[config.mk]
export PLATFORM = sky130hd
export DESIGN_NAME = spi_slave_rx_flat
export DESIGN_NICKNAME = d
export VERILOG_FILES = /design/src/rtl/spi_slave_rx_if.sv /design/src/rtl/spi_slave_rx.sv /design/src/flat_wrapper.sv
export SDC_FILE = /design/constraint.sdc
export NUM_CORES = 1
export LEC_CHECK = 0
export ABC_AREA = 0
export CAP_MARGIN = 40
export CORE_MARGIN = 5
export CORE_UTILIZATION = 30
export CTS_CLUSTER_DIAMETER = 80
export DETAILED_ROUTE_END_ITERATION = 12
export PLACE_DENSITY = 0.59
export SLEW_MARGIN = 10
export SYNTH_ARGS = -nofsm -noshare
export SYNTH_HDL_FRONTEND = slang
export SYNTH_SLANG_ARGS = --single-unit
[constraint.sdc]
create_clock -name clk -period 3.7 [get_ports clk]
set_input_delay 0.37 -clock clk [delete_from_list [all_inputs] [get_ports clk]]
set_output_delay 0.37 -clock clk [all_outputs]
set_load 0.01 [all_outputs]
[src/rtl/spi_slave_rx_if.sv]
// Pin-side and word-side signals of spi_slave_rx, bundled with modports.
// frame_err exists only when SPI_SLAVE_RX_FRAME_ERR_EN is defined.
interface spi_slave_rx_if #(
    parameter int DATA_W = 12
);
    logic              cs;
    logic              sclk;
    logic              mosi;
    logic [DATA_W-1:0] dout;
    logic              dout_valid;
    logic              dout_ready;
    logic              overrun;
    logic              busy;
`ifdef SPI_SLAVE_RX_FRAME_ERR_EN
    logic              frame_err;
`endif

    modport slave (
        input  cs, sclk, mosi, dout_ready,
`ifdef SPI_SLAVE_RX_FRAME_ERR_EN
        output frame_err,
`endif
        output dout, dout_valid, overrun, busy
    );

    modport master (
        output cs, sclk, mosi, dout_ready,
`ifdef SPI_SLAVE_RX_FRAME_ERR_EN
        input  frame_err,
`endif
        input  dout, dout_valid, overrun, busy
    );
endinterface

[src/rtl/spi_slave_rx.sv]
// Oversampling SPI receiver: LSB-first DATA_W-bit frames into a one-word valid/ready holding register.
// Define SPI_SLAVE_RX_FRAME_ERR_EN to add the frame_err pulse for short/long frames.
module spi_slave_rx #(
    parameter int DATA_W      = 12,
    parameter int SYNC_STAGES = 2
) (
    input  logic          clk,
    input  logic          rst,
    spi_slave_rx_if.slave bus
);
    localparam int               CNT_W = $clog2(DATA_W + 1);
    localparam logic [CNT_W-1:0] FULL  = CNT_W'(DATA_W);

    typedef enum logic [1:0] {
        IDLE    = 2'd0,
        RECV    = 2'd1,
        WAIT_CS = 2'd2
    } state_t;

    state_t state_q;
    state_t state_d;

    logic [SYNC_STAGES-1:0] cs_sync;
    logic [SYNC_STAGES-1:0] sclk_sync;
    logic [SYNC_STAGES-1:0] mosi_sync;
    logic [SYNC_STAGES-1:0] fill_sync;
    logic                   sclk_prev;
    logic                   armed_q;
    logic                   cs_s;
    logic                   sclk_s;
    logic                   mosi_s;
    logic                   sample_en;

    logic [CNT_W-1:0]       count_q;
    logic [DATA_W-1:0]      shift_q;
    logic [DATA_W-1:0]      shift_d;
    logic [DATA_W-1:0]      dout_q;
    logic                   valid_q;
    logic                   overrun_q;

    logic                   busy;
    logic                   start;
    logic                   shift_en;
    logic                   load_req;
`ifdef SPI_SLAVE_RX_FRAME_ERR_EN
    logic                   short_end;
    logic                   extra_bit;
    logic                   err_seen_q;
    logic                   frame_err_q;
`endif

    // NOTE: sequential state uses non-blocking assignments so every flop samples pre-edge values.
    always_ff @(posedge clk or posedge rst) begin
        if (rst) begin
            cs_sync   <= '1;
            sclk_sync <= '0;
            mosi_sync <= '0;
            fill_sync <= '0;
            sclk_prev <= 1'b0;
        end else begin
            cs_sync   <= {cs_sync[SYNC_STAGES-2:0],   bus.cs};
            sclk_sync <= {sclk_sync[SYNC_STAGES-2:0], bus.sclk};
            mosi_sync <= {mosi_sync[SYNC_STAGES-2:0], bus.mosi};
            fill_sync <= {fill_sync[SYNC_STAGES-2:0], 1'b1};
            sclk_prev <= sclk_sync[SYNC_STAGES-1];
        end
    end

    assign cs_s      = cs_sync[SYNC_STAGES-1];
    assign sclk_s    = sclk_sync[SYNC_STAGES-1];
    assign mosi_s    = mosi_sync[SYNC_STAGES-1];
    assign sample_en = sclk_prev & ~sclk_s & ~cs_s;

    // Arm only once cs is seen high through a chain holding real pin samples, not reset values.
    always_ff @(posedge clk or posedge rst) begin
        if (rst) begin
            armed_q <= 1'b0;
        end else if (fill_sync[SYNC_STAGES-1] && cs_s) begin
            armed_q <= 1'b1;
        end
    end

    always_ff @(posedge clk or posedge rst) begin
        if (rst) begin
            state_q <= IDLE;
        end else begin
            state_q <= state_d;
        end
    end

    // NOTE: a default assignment before the case keeps combinational blocks latch-free.
    always_comb begin
        state_d = state_q;
        case (state_q)
            IDLE:    if (armed_q && !cs_s) state_d = RECV;
            RECV: begin
                if (count_q == FULL) state_d = WAIT_CS;
                else if (cs_s)       state_d = IDLE;
            end
            WAIT_CS: if (cs_s) state_d = IDLE;
            default: state_d = IDLE;
        endcase
    end

    always_comb begin
        busy      = (state_q != IDLE);
        start     = (state_q == IDLE) && armed_q && !cs_s;
        shift_en  = (state_q == RECV) && (count_q != FULL) && sample_en;
        load_req  = (state_q == RECV) && (count_q == FULL);
`ifdef SPI_SLAVE_RX_FRAME_ERR_EN
        short_end = (state_q == RECV) && (count_q != FULL) && cs_s && (count_q != '0);
        extra_bit = (state_q == WAIT_CS) && sample_en;
`endif
    end

    assign shift_d = DATA_W'({mosi_s, shift_q} >> 1);

    always_ff @(posedge clk or posedge rst) begin
        if (rst) begin
            count_q <= '0;
            shift_q <= '0;
        end else if (start) begin
            count_q <= '0;
            shift_q <= '0;
        end else if (shift_en) begin
            count_q <= count_q + CNT_W'(1);
            shift_q <= shift_d;
        end
    end

    // A completed frame may load into a full register only if it is being consumed in the same cycle.
    always_ff @(posedge clk or posedge rst) begin
        if (rst) begin
            dout_q    <= '0;
            valid_q   <= 1'b0;
            overrun_q <= 1'b0;
        end else begin
            overrun_q <= 1'b0;
            if (load_req && (!valid_q || bus.dout_ready)) begin
                dout_q  <= shift_q;
                valid_q <= 1'b1;
            end else if (load_req) begin
                overrun_q <= 1'b1;
            end else if (valid_q && bus.dout_ready) begin
                valid_q <= 1'b0;
            end
        end
    end

`ifdef SPI_SLAVE_RX_FRAME_ERR_EN
    always_ff @(posedge clk or posedge rst) begin
        if (rst) begin
            err_seen_q  <= 1'b0;
            frame_err_q <= 1'b0;
        end else begin
            frame_err_q <= short_end || (extra_bit && !err_seen_q);
            if (start)          err_seen_q <= 1'b0;
            else if (extra_bit) err_seen_q <= 1'b1;
        end
    end

    assign bus.frame_err = frame_err_q;
`endif

    assign bus.dout       = dout_q;
    assign bus.dout_valid = valid_q;
    assign bus.overrun    = overrun_q;
    assign bus.busy       = busy;
endmodule

[src/flat_wrapper.sv]
// flat-port wrapper written by rule: the top's interface ports become plain ports
module spi_slave_rx_flat 
#(
    parameter int DATA_W      = 12,
    parameter int SYNC_STAGES = 2
)
  (clk, rst, bus_cs, bus_sclk, bus_mosi, bus_dout_ready, bus_dout, bus_dout_valid, bus_overrun, bus_busy);
  spi_slave_rx_if #(.DATA_W(DATA_W)) bus_i ();
  input  logic clk;
  input  logic rst;
  input wire logic [$bits(bus_i.cs)-1:0] bus_cs;
  input wire logic [$bits(bus_i.sclk)-1:0] bus_sclk;
  input wire logic [$bits(bus_i.mosi)-1:0] bus_mosi;
  input wire logic [$bits(bus_i.dout_ready)-1:0] bus_dout_ready;
  output wire logic [$bits(bus_i.dout)-1:0] bus_dout;
  output wire logic [$bits(bus_i.dout_valid)-1:0] bus_dout_valid;
  output wire logic [$bits(bus_i.overrun)-1:0] bus_overrun;
  output wire logic [$bits(bus_i.busy)-1:0] bus_busy;
  assign bus_i.cs = bus_cs;
  assign bus_i.sclk = bus_sclk;
  assign bus_i.mosi = bus_mosi;
  assign bus_i.dout_ready = bus_dout_ready;
  assign bus_dout = bus_i.dout;
  assign bus_dout_valid = bus_i.dout_valid;
  assign bus_overrun = bus_i.overrun;
  assign bus_busy = bus_i.busy;
  spi_slave_rx #(.DATA_W(DATA_W), .SYNC_STAGES(SYNC_STAGES)) u_core (.clk(clk), .rst(rst), .bus(bus_i));
endmodule
==> results.yml <==
clocking:
  cts_hold_buf: 0
  cts_sinks: 42
  root_buffer: "clkbuf_8"
  cts_tree: "done"
  clk_pin_slew_ps: 80
  cts_buffers: 5
  insertion_delay_ps: 290
  h-tree-depth: 2
  post-cts-setup-buffers: 0
  clockBufferDepth: 2
  cts.repair.resized: 0
layout:
  antenna_cells: 0
  nNetsFinal: 161
  layout_common_cells: "40 x dfrtp_1, 20 x clkdlybuf4s50_1, 18 x nand2_1"
  fill_cells: 527
  multi_input_area_um2: 531
  mostFrequentLayoutCell: "dfrtp_1"
  seq_area_mm2: 0.00105
  syn_to_final_growth_pct: 23.6
  drive_gt1_share_pct: 19.5
  fin_area_mm2: 0.00208
sta:
  finalCriticalPeriod_ps: 1870
  finalSetupViolCount: 0
  hold_viol_final: 0
  relSlewSlack_pct: 52.8
  max_freq_mhz: 534
  tightest_slew_ps: 707
  fin_setup_tns_ps: 0
  period_share_pct: 50.6
  drv_slew: 0
  rsz0062_at_grt: "false"
  skew_ps: 10.2
detailed_routing:
  wl_per_cell_um: 12.8
  drc: 0
  first_pass_iters: 4
  num_vias: 982
  wirelength_um: 2900
  viasPerCell: 4.35
  ant_nets: 0
  drt_iter0_markers: 50
placement:
  hpwl_um: 1960
  port_buffers: 20
  place_area_mm2: 0.00194
  gp_congestion: 0.676
die:
  start_util_pct: 30.8
  die_w_um: 85.0
  dieArea_mm2: 0.00722
  io_pins: 21
  die_h_um: 85.0
  core_mm2: 0.00547
  rows: 27
worst_setup_path:
  cpMaxStageDelayCell: "clkdlybuf4s50_1"
  r2r_slack_ps: 1830
  path_class: "reg2out"
  cp-start-kind: "flip-flop"
  crit_arrival_ps: 1500
  cp.required_ps: 3330
  path_cells: "or2_2 > clkdlybuf4s50_1"
  critical-path-max-stage-delay_ps: 480
  end_kind: "output port"
  path_max_fanout: 6
power:
  ir_drop_mv: 0.159
  power_switching_mw: 0.198
  clock_power_share_pct: 45.7
  pwr-share-comb_pct: 5.2
  power_density_mw_per_mm2: 469
  p_seq_share_pct: 49.1
  switching_share_pct: 20.2
  p_leak_nw: 1.01
  intPower_mw: 0.780
  total_power_mw: 0.978
synthesis:
  synth.area.top_cells: "dfrtp_1 59%, mux2i_1 8.9%, mux2_2 8.0%"
  synth_top_cell_by_area: "dfrtp_1"
  synth_cells: 130
  seq_area_frac_synth_pct: 62.5
  yosysWarningCount: 0
  netlist-cell-type-count: 27
  synth_area_mm2: 0.00169
  syn_nets: 138
  synth.top_cell.area_share_pct: 59.3
  syn_avg_cell_area_um2: 13.0
  ys_seq_elements: 42
global_routing:
  grt_pass1_wl_um: 5060
  grt_pass1_vias: 1066
  overflow: 0
  antenna_found_initial: 0
  grt_start_max_net_pins: 25
  grt_use_total_pct: 8.82
min_path:
  hold_path_class: "reg2reg"
job:
  cap_violations: 0
outcome:
  status: "completed"
-- path summary, 6_finish.rpt --
path | endpoint | from | cells after the start
worst max register to register | u_core.shift_q[4]$_DFFE_PP0P_ | u_core.count_q[0]$_DFFE_PP0P_ | 5
max in group asynchronous | u_core.shift_q[5]$_DFFE_PP0P_ | rst | 3
worst min register to register | u_core.sclk_sync[1]$_DFF_PP0_ | u_core.sclk_sync[0]$_DFF_PP0_ | 0
worst min-delay path | u_core.sclk_sync[1]$_DFF_PP0_ | u_core.sclk_sync[0]$_DFF_PP0_ | 0
min in group asynchronous | u_core.count_q[0]$_DFFE_PP0P_ | rst | 2
worst max-delay path | bus_busy | u_core.state_q[1]$_DFFE_PP0P_ | 2
-- routing by layer --
| layer | vias to the layer above | global-route usage (%) | share of wire, % |
|---|---|---|---|
| met3 | 6 | 3.40 | 4.6 |
| met4 | 0 | 5.47 | 2.0 |
| met5 | - | 0 | 0 |
| met1 | 487 | 10.4 | 43 |
| li1 | 464 | - | - |
| met2 | 25 | 13.5 | 50 |
-- registers in the layout, indices dropped and copies added, names as in the netlist, 2 cells and up --
register,flops
u_core.shift_q,12
u_core.cs_sync,2
u_core.state_q,2
u_core.mosi_sync,2
u_core.bus.dout,12
u_core.fill_sync,2
u_core.count_q,4
u_core.sclk_sync,2
-- power groups by stage --
stage / Clock (mW) / Combinational, mW / Sequential, mW
global placement: 0 / 0.0510 / 0.488
CTS: 0.456 / 0.0526 / 0.480
global route: 0.473 / 0.0575 / 0.482
detailed placement: 0 / 0.0526 / 0.488
floorplan: 0 / 0.0377 / 0.486
finish: 0.447 / 0.0509 / 0.480
-- metrics by stage --
step           setup WS, ps  util, %  cells  hold WS, ps
2_1_floorplan          1840        -    130          331
3_3_place_gp           1790     35.5    218          332
3_5_place_dp           1760     35.5    218          336
4_1_cts                1810     38.1    226          355
5_1_grt                1760     38.1    226          364
6_report               1830     38.1    226          350
-- critical path, delay by kind of cell, from the launching register on --
kind | cells | cell delay (ps)
buf+inv | 1 | 480
flops | 1 | 430
simple gates | 1 | 310
-- final cells by class --
class                           count  share of cell area (%)
Multi-Input combinational cell     67                    25.5
Clock inverter                      2                    2.88
Sequential cell                    42                    50.5
Clock buffer                        6                    3.96
Tap cell                           72                    4.32
Timing Repair Buffer               21                    9.96
Inverter                           16                    2.88
-- kinds of logic after synthesis --
family / count (synthesis) / synth area share [%]
AOI/OAI and AO/OA: 4 / 1.78
adders and majority gates: 2 / 1.48
buffers and inverters: 21 / 6.08
DFF: 42 / 62.5
muxes: 27 / 16.9
other: 1 / 0.222
and+or+nand+nor: 33 / 11.1
-- Yosys cell counts --
library cell	instances
a21o_1	1
and3_4	1
and4b_2	1
buf_12	1
buf_6	1
clkbuf_1	3
conb_1	1
dfrtp_1	40
dfstp_2	2
ha_1	2
inv_1	16
mux2_2	12
mux2i_1	15
nand2_1	18
nand2b_1	2
nand3b_1	2
nand4b_1	1
nor2_1	2
nor3_1	1
nor4_1	1
o21a_1	1
o21ai_0	1
o31a_2	1
or2_2	1
or3b_4	1
or4b_2	1
or4b_4	1
(Power assumes the default switching activity.)
